==> config.mk <==
export PLATFORM = sky130hd
export DESIGN_NAME = step_counter
export DESIGN_NICKNAME = d
export VERILOG_FILES = /design/src/rtl/step_counter.sv
export SDC_FILE = /design/constraint.sdc
export NUM_CORES = 1
export LEC_CHECK = 0
export BUFFER_PORTS_ARGS = -buffer_cell sky130_fd_sc_hd__clkbuf_2
export CAP_MARGIN = 10
export CORE_MARGIN = 3
export CORE_UTILIZATION = 24
export DETAILED_ROUTE_END_ITERATION = 10
export SLEW_MARGIN = 20
export SYNTH_ARGS = -nofsm -noshare
export SYNTH_HDL_FRONTEND = slang
export SYNTH_SLANG_ARGS = --single-unit
==> constraint.sdc <==
create_clock -name clk -period 1.9 [get_ports clk]
set_clock_uncertainty 0.2 [all_clocks]
set_input_delay 0.57 -clock clk [delete_from_list [all_inputs] [get_ports clk]]
set_output_delay 0.57 -clock clk [all_outputs]
set_load 0.005 [all_outputs]
==> src/rtl/step_counter.sv <==
// Up/down step counter with wrap-or-saturate overflow, a wrap pulse and a sticky status flag; DOWN_COUNT_EN enables down counting.
// Latency 1 cycle from the enabling edge; there is no backpressure, so a step is accepted on every enabled cycle.
module step_counter #(
    parameter int                 WIDTH     = 8,
    parameter logic [WIDTH-1:0]   RESET_VAL = '0
) (
    input  logic             clk,
    input  logic             rst_n,
    input  logic             en,
    input  logic             load,
    input  logic [WIDTH-1:0] load_val,
    input  logic [WIDTH-1:0] step,
    input  logic             dir,
    input  logic             mode,
    input  logic             clr_stat,
    output logic [WIDTH-1:0] count,
    output logic             stat,
    output logic             wrap
);

    logic [WIDTH:0]   sum;
    logic [WIDTH:0]   res;
    logic             over;
    logic [WIDTH-1:0] sat_val;
    logic [WIDTH-1:0] next_count;
    logic             next_wrap;
    logic             next_stat;

    assign sum = {1'b0, count} + {1'b0, step};

`ifdef DOWN_COUNT_EN
    logic [WIDTH:0] diff;
    assign diff    = {1'b0, count} - {1'b0, step};
    assign res     = dir ? diff : sum;
    // Bit WIDTH is the carry-out when adding and the borrow-out when subtracting.
    assign over    = res[WIDTH];
    assign sat_val = dir ? '0 : '1;
`else
    logic unused_dir;
    assign unused_dir = dir;
    assign res        = sum;
    assign over       = sum[WIDTH];
    assign sat_val    = '1;
`endif

    always_comb begin
        next_count = count;
        next_wrap  = 1'b0;
        next_stat  = stat & ~clr_stat;
        if (load) begin
            next_count = load_val;
        end else if (en) begin
            if (over) begin
                next_count = mode ? sat_val : res[WIDTH-1:0];
                next_wrap  = 1'b1;
                // A simultaneous clear loses to a fresh overflow/underflow.
                next_stat  = 1'b1;
            end else begin
                next_count = res[WIDTH-1:0];
            end
        end
    end

    always_ff @(posedge clk or negedge rst_n) begin
        if (!rst_n) begin
            count <= RESET_VAL;
            wrap  <= 1'b0;
            stat  <= 1'b0;
        end else begin
            count <= next_count;
            wrap  <= next_wrap;
            stat  <= next_stat;
        end
    end

endmodule

==> Yosys cells after proc, flatten, opt, wreduce, memory -nomap -nowiden <==
Cells that the tools add are included.
{ "op_classes": {"bitwise": 2, "add_sub_neg": 1, "reduce_logical": 1, "muxes": 10} }
{ "ops": {"columns": ["op", "n"], "rows": [
  ["8-bit 2-to-1 mux", 4],
  ["8-bit by 8-bit adder with 9-bit output", 1],
  ["1-bit 2-to-1 mux", 6],
  ["2-bit nonzero test", 1],
  ["1-bit AND", 1],
  ["1-bit NOT", 1]
]} }
{ "word_totals": {"reg_bits": 10, "out_inout_bits": 10, "inputBits": 23, "elab_cells": 17} }

==> Logic depth before layout (Yosys ltp) <==
{ "logic_depth": {"word_depth": 5, "mapped_depth": 8, "mapped_depth_nobuf": 8} }

==> Worst setup path before layout <==
Ideal clock, no wire load.
{ "synth_timing": {"kind": "input to register", "start": "input port step[0]", "end": "register count[1]", "setup_ns": 0.082, "path_stages": 8, "n_path_buf": 0, "arrival_ns": 1.811, "t_required_ns": 1.618, "path_slack_ns": -0.193, "path_cell_list": "ha_1 > inv_1 > fa_1 > nor2b_4 > o31ai_2 > a31oi_2 > nor2b_2 > a31oi_1"} }
{ "synth_via": {"elab_chain_cells": 5} }
{ "synth_lines": {"columns": ["item", "line", "source"], "rows": [
  ["start: declaration", "12", "input logic [WIDTH-1:0] step,"],
  ["8-bit by 8-bit adder with 9-bit output (*)", "29", "assign sum = {1'b0, count} + {1'b0, step};"],
  ["8-bit 2-to-1 mux", "54", "next_count = mode ? sat_val : res[WIDTH-1:0];"],
  ["8-bit 2-to-1 mux (*)", "53", "if (over) begin"],
  ["8-bit 2-to-1 mux (*)", "52", "end else if (en) begin"],
  ["8-bit 2-to-1 mux (*)", "50", "if (load) begin"],
  ["end signal: assignment", "70", "count <= next_count;"],
  ["end: declaration", "16", "output logic [WIDTH-1:0] count,"]
]} }
Every way passes the cells marked *; elsewhere a longest branch is shown, timed or not. The select of a mux whose other input is x is not followed.
A chain may end at the register's enable or synchronous reset.

==> Worst setup path after layout <==
{ "layout_timing": {"start": "input port step[0]", "end": "register count[2]"} }
The elaborated chain is that of the path after synthesis.

==> flow_metrics.env <==
export IMPL_io_pins=33
export IMPL_p_comb_share_pct=53.6
export IMPL_drt_initial_drc_count=36
export IMPL_cp_required_ns=1.88
export IMPL_crit_path_end_kind="flop"
export IMPL_cp_start_kind="input pin"
export IMPL_outcome="finished, violations left"
export IMPL_min_path_type="in -> reg"
export IMPL_ys_seq_area_share_pct=33.8
export IMPL_dp_hpwl_um=1660
export IMPL_holdPathEnd="stat"
export IMPL_syn_area_sq_um=741
export IMPL_row_count=19
export IMPL_synth_simple_area_share_pct=9.46
export IMPL_numCtsBuffers=3
export IMPL_start_util_pct=26.0
export IMPL_ir_drop_mv=0.191
export IMPL_grt_use_total_pct=11.5
export IMPL_die_y_um=61.6
export IMPL_port_buffers=31
export IMPL_antenna_found_initial=0
export IMPL_reg2reg_depth=8
export IMPL_p_leak_nw=0.542
export IMPL_grt_pass1_wl_um=3190
export IMPL_ys_ff_latch=10
export IMPL_setup_viol=8
export IMPL_violations="setup timing"
export IMPL_final_antenna_net_count=0
export IMPL_synthDistinctLibCells=25
export IMPL_netlist_instances=78
export IMPL_clk_path_buf_depth=2
export IMPL_synth_top_area_share_pct=33.8
export IMPL_pwr_share_seq_pct=30.9
export IMPL_vias=766
export IMPL_crit_slowest_cell="fa_2"
export IMPL_firstDrtPassIters=4
export IMPL_slew_viol_final=0
export IMPL_drc=0
export IMPL_synth_mux_area_share_pct=0
export IMPL_multiInputGateArea_sq_um=533
export IMPL_via_per_inst=4.94
export IMPL_clock_fmax_mhz=514
export IMPL_hold_start="clr_stat"
export IMPL_regArea_sq_um=250
export IMPL_maxSlewHeadroom_pct=77.0
export IMPL_switching_share_pct=36.3
export IMPL_core_sq_um=2850
export IMPL_fin_crit_sh_pct=102
export IMPL_synth_nets=110
export IMPL_synthXorXnorAreaFrac_pct=7.09
export IMPL_synth_commonest_cells="a21oi_1, dfrtp_1, ha_1, o22ai_1, inv_1"
export IMPL_cts_root_buf="clkbuf_4"
export IMPL_worst_path_max_fanout=3
export IMPL_yosys_area_top_type="dfrtp_1"
export IMPL_avgSynthCellArea_sq_um=9.50
export IMPL_cp_cell_sequence="clkbuf_2 -> ha_4 -> inv_2 -> fa_2 -> nor2b_4 -> o31ai_4 -> a31oi_4 -> nor2b_4 -> a31oi_1"
export IMPL_synth_edf_count=0
export IMPL_synth_area_leaders="dfrtp_1, ha_1, a21oi_1, o22ai_1, xnor2_1"
export IMPL_layout_nets=158
export IMPL_rr_endpoint="count[2]"
export IMPL_fin_util_pct=39.6
export IMPL_synth_fa_ha_area_share_pct=16.2
export IMPL_worstMarginPinSlew_ns=0.345
export IMPL_r2r_start="count[0]"
export IMPL_worstSetupPathType="in -> reg"
export IMPL_worstPathArrival_ns=1.93
export IMPL_diodes=0
export IMPL_routabilityCongestion=0.809
export IMPL_slowest_delay_ns=0.36
export IMPL_cpMostUsedCell="nor2b_4"
export IMPL_clk_pin_slew_ns=0.06
export IMPL_overflow=0
export IMPL_synth_compound_area_share_pct=29.4
export IMPL_cts_tree="done"
export IMPL_p_sw_mw=0.324
export IMPL_p_int_mw=0.569
export IMPL_period_needed_ns=1.95
export IMPL_syn2layout_area_growth_pct=52.5
export IMPL_clk_latency_ns=0.26
export IMPL_drive_gt1_share_pct=49.2
export IMPL_fill_cells=308
export IMPL_worst_slack_ns=-0.0467
export IMPL_dieArea_sq_um=3790
export IMPL_cap_violations=0
export IMPL_grt_max_degree=11
export IMPL_power_density_nw_per_um2=790
export IMPL_ys_warn_count=0
export IMPL_r2r_setup_slack_ns=-0.03
export IMPL_final_hold_viol_count=0
export IMPL_wl_um=1970
export IMPL_dieWidth_um=61.6
export IMPL_grt_pass1_vias=748
export IMPL_cts_sinks=10
export IMPL_hold_depth=2
export IMPL_synth_async_reset_ratio_pct=100
export IMPL_synthFlopType="dfrtp_1"
export IMPL_whs_ns=0.291
export IMPL_synth_top_family_by_area="compound AO/OA/AOI/OAI gates"
export IMPL_htreeDepth=1
export IMPL_grt_setup_unrepaired="yes"
export IMPL_p_clk_share_pct=15.5
export IMPL_route_detailed_wl_per_inst_um=12.7
[power by group through the flow]
stage / clock network [mW] / logic, mW / registers (mW)
2_1_floorplan: 0 / 0.267 / 0.280
3_3_place_gp: 0 / 0.432 / 0.279
3_5_place_dp: 0 / 0.441 / 0.280
4_1_cts: 0.147 / 0.479 / 0.277
5_1_grt: 0.154 / 0.538 / 0.281
6_report: 0.138 / 0.478 / 0.276
[critical path: cells and delay by family]
kind	cells	cell delay, ns
AO/OA/AOI/OAI	3	0.50
adder cells (fa/ha/maj)	2	0.49
buffers and inverters	2	0.13
AND/OR/NAND/NOR	2	0.23
[kinds of logic after synthesis]
family,after synthesis
AOI/OAI and AO/OA,33
xor gates and xnor gates,6
adders and majority gates,9
buffers and inverters,8
DFF,10
and+or+nand+nor,12
[sequential cells by signal (all words and copies together) (netlist names)]
register  count
count         8
stat          1
wrap          1
[layer usage]
layer / part of all wire, % / track usage [%]
met5: 0 / 0
met4: 0 / 3.64
met3: 7.8 / 3.77
met2: 49 / 19.3
met1: 43 / 13.9
[stage by stage]
step                      total power [mW]  cells  worst slack [ns]  TNS, ns  area, sq um
after floorplan                      0.547     78           -0.0890   -0.660          777
after global placement               0.711    150            -0.342    -3.22         1050
after detailed placement             0.722    150            -0.366    -3.40         1050
after CTS                            0.902    154           -0.0543   -0.358         1120
after global routing                 0.973    155            -0.170    -1.37         1130
final                                0.893    155           -0.0467   -0.286         1130
[worst max-delay path by stage]
| stage | depth (start not counted) | from | to | slack, ns |
|---|---|---|---|---|
| global placement | 9 | step[0] | count[3] | -0.34 |
| global route | 8 | count[0] | count[5] | -0.17 |
| detailed placement | 9 | step[0] | count[3] | -0.37 |
| finish | 9 | step[0] | count[2] | -0.05 |
| CTS | 9 | step[0] | count[1] | -0.05 |
| floorplan | 8 | step[0] | count[2] | -0.09 |
[final cells by class]
cell class	instances	area share (%)
multi-input combinational	60	47.2
timing repair buffer	45	23.3
sequential	10	22.1
tap	31	3.43
clock buffer	3	1.99
inverter	6	1.99
[timing repair]
action                     4_1_cts  5_1_grt
buffers inserted                 0        1
hold buffers                     1        0
setup endpoints to repair       10       10
gates resized for setup          6        0
pin swaps                        5        0
hold endpoints to repair        10        0
[cell usage in the layout (no fill, tap or decap)]
cell            n
inv_2           1
a21oi_2         1
clkbuf_2       31
o21ai_0         4
dlygate4sd3_1   1
or2_2           1
o22ai_1         8
nor2b_4         2
nand2b_1        1
buf_4          13
nor2_4          1
xor2_1          2
a31oi_4         2
xnor2_1         4
fa_2            1
or3_1           1
ha_4            2
o31ai_4         1
o211a_1         1
a21o_1          1
clkbuf_4        3
nand2_2         1
a21oi_1        10
ha_1            6
inv_1           5
o31ai_2         1
o21a_1          2
nand2_1         3
nor2_1          2
a31oi_1         2
dfrtp_1        10
Note: power is estimated with default switching activity, not from simulation.
